File: src/rtl/rgb_pwm_ctrl.sv
// iCE40UP RGB LED driver controller: power-up sequencing, three period-aligned PWM outputs,
// duty updates via valid/ready applied at period boundaries. `RGB_PWM_FADE_EN ramps duties by 1 per period.
module rgb_pwm_ctrl #(
  parameter int CNT_W      = 8,
  parameter int PRESC_W    = 8,
  parameter int WARMUP_CYC = 1024
) (
  input  logic               clk,
  input  logic               rst_n,
  input  logic               en,
  input  logic [PRESC_W-1:0] presc,
  input  logic               upd_valid,
  output logic               upd_ready,
  input  logic [CNT_W-1:0]   duty0,
  input  logic [CNT_W-1:0]   duty1,
  input  logic [CNT_W-1:0]   duty2,
  output logic               rgb_leden,
  output logic               rgb_pu,
  output logic               rgb0_pwm,
  output logic               rgb1_pwm,
  output logic               rgb2_pwm,
  output logic               period_start,
  output logic               running
);

  localparam logic [CNT_W-1:0] LAST_CNT = {{(CNT_W-1){1'b1}}, 1'b0};
  localparam int WARM_W = $clog2(WARMUP_CYC + 1);
  localparam logic [WARM_W-1:0] WARM_LAST = WARM_W'(WARMUP_CYC - 1);

  typedef enum logic [1:0] {S_OFF, S_WARMUP, S_RUN} state_t;

  state_t                  state, state_nxt;
  logic [WARM_W-1:0]       warm;
  logic [PRESC_W-1:0]      pcnt;
  logic [CNT_W-1:0]        cnt;
  logic [2:0][CNT_W-1:0]   shadow, shadow_nxt;
  logic [2:0][CNT_W-1:0]   active, active_nxt;
  logic                    pending, pending_nxt;
  logic [2:0]              pwm_nxt;
  logic                    tick, boundary, accept, warm_done;

  assign tick      = (pcnt >= presc);
  assign boundary  = (state == S_RUN) && tick && (cnt == LAST_CNT);
  assign accept    = upd_valid && !pending;
  assign warm_done = (warm == WARM_LAST);

  always_comb begin
    state_nxt = state;
    case (state)
      S_OFF:    if (en) state_nxt = S_WARMUP;
      S_WARMUP: if (!en) state_nxt = S_OFF;
                else if (warm_done) state_nxt = S_RUN;
      S_RUN:    if (!en) state_nxt = S_OFF;
      default:  state_nxt = S_OFF;
    endcase
  end

  // Accept and boundary never coincide: ready is low whenever something is pending.
  always_comb begin
    shadow_nxt  = shadow;
    active_nxt  = active;
    pending_nxt = pending;
    if (accept) begin
      shadow_nxt  = {duty2, duty1, duty0};
      pending_nxt = 1'b1;
    end else if (pending && state != S_RUN) begin
      active_nxt  = shadow;
      pending_nxt = 1'b0;
    end else if (pending && boundary) begin
`ifdef RGB_PWM_FADE_EN
      for (int i = 0; i < 3; i++) begin
        if (active[i] < shadow[i])
          active_nxt[i] = active[i] + 1'b1;
        else if (active[i] > shadow[i])
          active_nxt[i] = active[i] - 1'b1;
      end
      pending_nxt = (active_nxt != shadow);
`else
      active_nxt  = shadow;
      pending_nxt = 1'b0;
`endif
    end
  end

  always_comb begin
    pwm_nxt = 3'b000;
    for (int i = 0; i < 3; i++)
      pwm_nxt[i] = (state == S_RUN) && en && (cnt < active[i]);
  end

  always_ff @(posedge clk or negedge rst_n) begin
    if (!rst_n) begin
      state        <= S_OFF;
      warm         <= '0;
      pcnt         <= '0;
      cnt          <= '0;
      shadow       <= '0;
      active       <= '0;
      pending      <= 1'b0;
      upd_ready    <= 1'b1;
      rgb_leden    <= 1'b0;
      rgb_pu       <= 1'b0;
      rgb0_pwm     <= 1'b0;
      rgb1_pwm     <= 1'b0;
      rgb2_pwm     <= 1'b0;
      period_start <= 1'b0;
      running      <= 1'b0;
    end else begin
      state   <= state_nxt;
      warm    <= (state == S_WARMUP) ? warm + 1'b1 : '0;
      shadow  <= shadow_nxt;
      active  <= active_nxt;
      pending <= pending_nxt;
      if (state == S_RUN && en) begin
        pcnt <= tick ? '0 : pcnt + 1'b1;
        if (tick)
          cnt <= (cnt == LAST_CNT) ? '0 : cnt + 1'b1;
      end else begin
        pcnt <= '0;
        cnt  <= '0;
      end
      upd_ready    <= !pending_nxt;
      rgb_leden    <= (state_nxt != S_OFF);
      rgb_pu       <= (state_nxt != S_OFF);
      running      <= (state_nxt == S_RUN);
      rgb0_pwm     <= pwm_nxt[0];
      rgb1_pwm     <= pwm_nxt[1];
      rgb2_pwm     <= pwm_nxt[2];
      period_start <= (state == S_WARMUP && state_nxt == S_RUN) || (boundary && en);
    end
  end

endmodule

File: config.mk
export PLATFORM = sky130hd
export DESIGN_NAME = rgb_pwm_ctrl
export DESIGN_NICKNAME = d
export VERILOG_FILES = /design/src/rtl/rgb_pwm_ctrl.sv
export SDC_FILE = /design/constraint.sdc
export NUM_CORES = 1
export LEC_CHECK = 0
export ABC_CLOCK_PERIOD_IN_PS = 4560
export BUFFER_PORTS_ARGS = -buffer_cell sky130_fd_sc_hd__buf_2
export CORE_MARGIN = 2
export CORE_UTILIZATION = 39
export DETAILED_ROUTE_END_ITERATION = 10
export GPL_TIMING_DRIVEN = 1
export PLACE_DENSITY = 0.68
export SLEW_MARGIN = 20
export SYNTH_ARGS = -nofsm -noshare
export SYNTH_HDL_FRONTEND = slang
export SYNTH_SLANG_ARGS = --single-unit
File: constraint.sdc
create_clock -name clk -period 4.56 [get_ports clk]
set_input_delay 0.456 -clock clk [delete_from_list [all_inputs] [get_ports clk]]
set_output_delay 0.456 -clock clk [all_outputs]
set_load 0.03 [all_outputs]
---- Word-level counts from Yosys, hierarchy flattened ----
Cells that the tools add are included.
Widths: inputs -> output; s select.
operators by class
  bitwise logic cells ..................... 1
  reduce and logical (&&, ||, !) cells .... 18
  add/subtract/negate cells ............... 3
  order comparisons ....................... 4
  equal/unequal tests ..................... 7
  multiplexer cells ....................... 16
operators by type and width
  operator               count
  $mux 24                2
  $mux 8                 5
  $lt 8x8->1             3
  $add 8x1->8 const B    2
  $add 11x1->11 const B  1
  $eq 11x10->1 const B   1
  $logic_and 1x1->1      11
  $mux 11                1
  $eq 8x8->1 const B     1
  $ge 8x8->1             1
  $mux 2                 4
  $pmux 2 s3             1
  $eq 2x2->1 const B     2
  $ne 2x2->1 const B     2
  $reduce_bool 2->1      2
  $mux 1                 3
  $eq 2x1->1 const B     1
  $logic_not 1->1        2
  $logic_not 2->1        1
  $reduce_and 2->1       1
  $logic_or 1x1->1       1
  $not 1->1              1
storage, ports and cells
  output and inout bits ................... 8
  input port bits ......................... 36
  register bits ........................... 85
  word-level logic and storage cells ...... 67

---- Depth between registers and ports, before layout ----
  word-level depth ........................ 8
  mapped depth ............................ 9
  gate-level depth less buffers ........... 7

---- Least setup slack after synthesis ----
No wires, ideal clock.
  path type ............................... input to register
  start point ............................. in presc[5]
  end point ............................... reg active[10] (netlist name)
  library setup time ...................... 0.125 ns
  required time ........................... 4.435 ns
  slack ................................... 2.295 ns
  buffers on the path ..................... 2
  stages .................................. 8
  arrival time ............................ 2.140 ns
  cell sequence ........................... inv_1 ha_1 nand4_1 or3_1 buf_6 a21oi_4 buf_8 mux2_2
on the way
  longest elaborated chain between the ends .. 6
ends and longest elaborated chain
  element                             RTL line  text
  from (decl)                         11        input logic [PRESC_W-1:0] presc,
  $ge 8x8->1                          42        assign tick = (pcnt >= presc);
  $logic_and 1x1->1 (2 in series)     43        assign boundary = (state == S_RUN) && tick && (cnt == LAST_CNT);
  $logic_and 1x1->1                   69        end else if (pending && boundary) begin
  $reduce_bool 2->1 (no source line)  -
  $reduce_and 2->1 (no source line)   -
  to (signal assigned)                112       active <= active_nxt;
  to (decl)                           37        logic [2:0][CNT_W-1:0] active, active_nxt;
No other way between the ends.
A chain may end at the register's enable or synchronous reset.

---- Worst setup path after layout ----
  start point ............................. reg pcnt[5]
  end point ............................... reg active[23] (netlist name)
on the way
  longest elaborated chain between the ends .. 6
ends and longest elaborated chain
  element                             RTL line  text
  from (decl)                         34        logic [PRESC_W-1:0] pcnt;
  from (signal assigned)              115       pcnt <= tick ? '0 : pcnt + 1'b1;
  $ge 8x8->1                          42
  $logic_and 1x1->1 (2 in series)     43
  $logic_and 1x1->1                   69
  $reduce_bool 2->1 (no source line)  -
  $reduce_and 2->1 (no source line)   -
No other way between the ends.

==> impl.org <==
** Drt
- The pre-antenna-repair detailed-routing pass consisted of 4 iterations.
- Drc violations :: 0
- Average routed wire per standard cell :: about 14 microns
- In this run, the number of DRC markers left after iteration 0 of detailed routing was ~130.
- Once detail routing completed, the nets flagged for antenna violations numbered 0.
- Total routed wirelength :: around 7700 microns
- Summing over every cut layer, the via total after detailed routing is between 2,000 and 3,000.
- Detail-routed via count per cell :: roughly 5.0

** Clock tree
- Clock tree synthesis inserted a total of 9 buffers.
- Num Clock Sinks :: 85
- Setup repair bufs after CTS :: 0
- Clock-pin slew on the worst setup and hold paths :: 80 ps
- Clock root buffer :: sky130_fd_sc_hd__clkbuf_8
- TritonCTS built the clock tree.
- The longest clock path from root to sink contains 2 buffers.
- Clock latency on the worst-skew pair, taken at its later pin, is around 360 ps.
- After clock tree synthesis, the flow added hold-fix buffers numbering 0.
- The number of gates resized after CTS was 0.
- H-tree level count :: 3

** Synthesis
- Sequential cells were found to cover between 50 and 60% of the synthesized design area.
- The synthesized netlist occupies a cell area of approximately 4200 sq um.
- Gate count after technology mapping :: ~360
- Yosys printed 0 warnings.
- Flops & latches, synth :: 85
- Syn Nets :: 430
- Post-synthesis average cell area :: between 10 and 15 sq um
- Synthesis instantiated 42 different standard cells from the library.

** Floorplan
- Count of standard-cell rows :: 38
- The core region is about 11,000 sq um.
- 44 I/O pins were placed.
- From left edge to right edge, the die measures between 100 and 150 microns.
- The die covers about 12,000 sq um.
- The die is 108 microns tall.
- Initial cell density of the core :: 39.5%

** Finish
- The area growth from synthesis to layout is 12.2%.
- After the last flow step, the layout net total stands at 476.
- Ratio of cells with drive above 1 in the final layout :: between 20 and 30%
- The repair_antennas step left the layout with diodes totalling 0.
- Total non-filler cell area in the finished layout :: about 4800 sq um
- After filler insertion, the fill cell instance count of the layout stands at around 1,000.
- Most frequent cells in the layout :: sky130_fd_sc_hd__dfrtp_1, sky130_fd_sc_hd__mux2_2, sky130_fd_sc_hd__buf_2
- Commonest non-fill, non-tap cell in the layout :: sky130_fd_sc_hd__dfrtp_1

** Pwr
- Leakage :: 2.31 nW
- After layout, the design draws a total of ~0.0022 W.
- Power spread over the standard cell area amounts to 460 nW/um^2.
- Across the VDD grid, the largest voltage drop is 0.265 mV.

** Critical path
- Reg2Reg Depth :: 5
- The worst register-to-register path ends at active[23]$_DFFE_PN0P_.
- R2R setup slack :: between 1500 and 2000 ps
- Highest fanout seen on the critical path :: 26
- The worst setup path is launched from a flip-flop.
- Category of the worst setup path capture point :: flip-flop
- Reg-to-Reg Start :: pcnt[5]$_DFF_PN0_
- Crit-path slowest cell :: sky130_fd_sc_hd__a21oi_4
- The critical path contains buffers and inverters numbering 0 combined.
- List of cells traversed by the critical path :: ha_1 > nand4_1 > or3_1 > a21oi_4 > mux2_2
- On the worst path, the slowest cell contributes a delay of between 700 and 800 ps.
- In this design, the largest share of critical-path delay is due to compound AO/OA/AOI/OAI gates.
- The critical path starts at pcnt[5]$_DFF_PN0_.
- The worst setup path is of the flip-flop to flip-flop kind.
- Data arrival, critical path :: between 2000 and 3000 ps
- Crit path required time :: between 4000 and 5000 ps

** Global route
- Pin count of the biggest net entering global routing :: 86
- Residual overflow from global routing :: 0
- Total global routing track utilization :: 14.8%
- GR Util met1 :: about a fifth
- The via count of the first global-routing pass is between 2,000 and 3,000.
- GR Layer Usage met3 :: between 3 and 4%
- The first global-routing pass estimated roughly 13,000 microns of wire.
- For this run, global-route usage on met2 was measured as 23.5%.
- Antenna violations before repair :: 0
- GR peak layer :: met2

** Timing
- Max Clk Rate :: ~370 MHz
- At the pin with the least slew margin, the transition time is between 800 and 900 ps.
- In this run the tightest slew margin relative to its limit is 40.4%.
- For the finished layout, the period the worst path requires is between 2000 and 3000 ps.
- The clock arrives with 9.12 ps of skew.
- Setup violations remaining at the end of the flow were counted as 0.
- Adding up every negative setup slack in the final design gives 0 ps.
- Final hold violation count :: 0
- Unrepaired setup endpoints after global routing :: false
- After layout, the worst path uses 59.0% of the clock period.
- The number of slew-limit violations in the final report came to 0.

** Place
- Once placement finished, the instance area stood at ~4600 sq um.
- Routability-driven placement finished with a final weighted congestion of about 0.81.
- Estimated wirelength of the detail-placed design :: around 5400 microns
- Port-buffer cells :: 43

** Outcome
- Run status :: finished clean

** Flow run
- Across the run, the number of max-cap violations was 0.

** Min path
- Hold crit path type :: primary input to async pin
[Yosys cell counts]
library cell,number,area share [%]
sky130_fd_sc_hd__nand3_1,17,2.0
sky130_fd_sc_hd__a32o_1,2,0.47
sky130_fd_sc_hd__nand2b_1,5,0.74
sky130_fd_sc_hd__a21o_1,6,1.1
sky130_fd_sc_hd__mux2i_1,1,0.24
sky130_fd_sc_hd__a21oi_4,1,0.38
sky130_fd_sc_hd__o21bai_1,1,0.18
sky130_fd_sc_hd__a41oi_1,4,0.83
sky130_fd_sc_hd__or3_1,2,0.29
sky130_fd_sc_hd__a211oi_1,7,1.2
sky130_fd_sc_hd__inv_1,35,3.1
sky130_fd_sc_hd__and4_1,3,0.62
sky130_fd_sc_hd__o21ai_0,11,1.3
sky130_fd_sc_hd__nand2b_4,1,0.32
sky130_fd_sc_hd__xnor2_1,3,0.62
sky130_fd_sc_hd__buf_4,1,0.18
sky130_fd_sc_hd__xor2_1,11,2.3
sky130_fd_sc_hd__nor2b_1,4,0.59
sky130_fd_sc_hd__ha_1,33,9.7
sky130_fd_sc_hd__dfrtp_1,84,50
sky130_fd_sc_hd__mux2_1,3,0.80
sky130_fd_sc_hd__or2_2,3,0.44
sky130_fd_sc_hd__o21ba_2,1,0.24
sky130_fd_sc_hd__nor2_1,26,2.3
sky130_fd_sc_hd__nor4_1,1,0.15
sky130_fd_sc_hd__mux2_2,45,12
sky130_fd_sc_hd__and3_1,7,1.0
sky130_fd_sc_hd__a2111oi_4,1,0.65
sky130_fd_sc_hd__a21boi_0,1,0.18
sky130_fd_sc_hd__buf_8,2,0.71
sky130_fd_sc_hd__dfstp_2,1,0.62
sky130_fd_sc_hd__nand3b_1,1,0.18
sky130_fd_sc_hd__clkbuf_1,5,0.44
sky130_fd_sc_hd__nand4_1,4,0.59
sky130_fd_sc_hd__nand2_1,9,0.80
sky130_fd_sc_hd__o31ai_1,5,0.89
sky130_fd_sc_hd__o21a_1,5,0.89
sky130_fd_sc_hd__and3b_1,1,0.21
sky130_fd_sc_hd__buf_6,1,0.27
sky130_fd_sc_hd__o32a_1,1,0.24
sky130_fd_sc_hd__a21oi_1,5,0.59
sky130_fd_sc_hd__o22ai_1,1,0.15
[report_power, final]
| group | leakage [nW] | switching (W) | internal, W |
|---|---|---|---|
| clock network | 0.0857 | 0.000259 | 0.000227 |
| registers | 1.07 | 0.000121 | 0.000991 |
| logic | 1.15 | 0.000248 | 0.000342 |
[logic make-up (layout without fill, tap and decap cells)]
logic type,count (synthesis),after routing,synth area share [%]
flip-flops,85,85,50.2
AND/OR/NAND/NOR,84,84,10.3
AO/OA/AOI/OAI,52,52,9.26
multiplexers,49,49,13.0
buffers and inverters,44,95,4.69
adder cells (fa/ha/maj),33,33,9.73
XOR/XNOR,14,14,2.89
[stage by stage]
stage          util [%]  worst slack (ps)  hold slack, ps  instances
3_3_place_gp       42.6              1830             471        536
4_1_cts            44.3              1840             308        552
6_report           44.3              1870             127        552
2_1_floorplan         -              2300             160        361
3_5_place_dp       42.6              1750             477        536
5_1_grt            44.3              1710             182        552
[sequential cells by signal, summed over array words and instances, names as in the netlist]
register and cells:
state 2, pending 1, warm 11, shadow 24
rgb_pu 1, period_start 1, running 1, rgb2_pwm 1
cnt 8, rgb1_pwm 1, rgb0_pwm 1, active 24
upd_ready 1, pcnt 8
[per-layer routing]
metal  vias up  share of wire [%]
met3        12                4.1
met5         -                  0
met4         0                1.5
met1      1347                 48
met2        61                 46
li1       1358                  -
[worst register-to-register path, delay by kind of cell (launching register included)]
family	cells	cell delay, ps
compound gates	1	710
mux	1	430
simple gates	2	680
flops	1	430
fa+ha+maj	1	320
[worst max path at each step]
stage	endpoint	depth (start not counted)	slack, ps
CTS	active[23]$_DFFE_PN0P_	5	1840
detailed placement	active[17]$_DFFE_PN0P_	7	1750
global route	active[9]$_DFFE_PN0P_	7	1710
floorplan	active[10]$_DFFE_PN0P_	8	2300
finish	active[23]$_DFFE_PN0P_	5	1870
global placement	active[8]$_DFFE_PN0P_	7	1830
[final cells by class]
class / instances / area (sq um) / share of cell area [%]
multi-input combinational: 232 / 1920 / 40.3
timing repair buffer: 44 / 229 / 4.81
inverter: 35 / 131 / 2.76
tap: 140 / 175 / 3.68
clock inverter: 3 / 20.0 / 0.421
sequential: 85 / 2130 / 44.7
clock buffer: 13 / 159 / 3.34
Note: power is estimated with default switching activity, not from simulation.
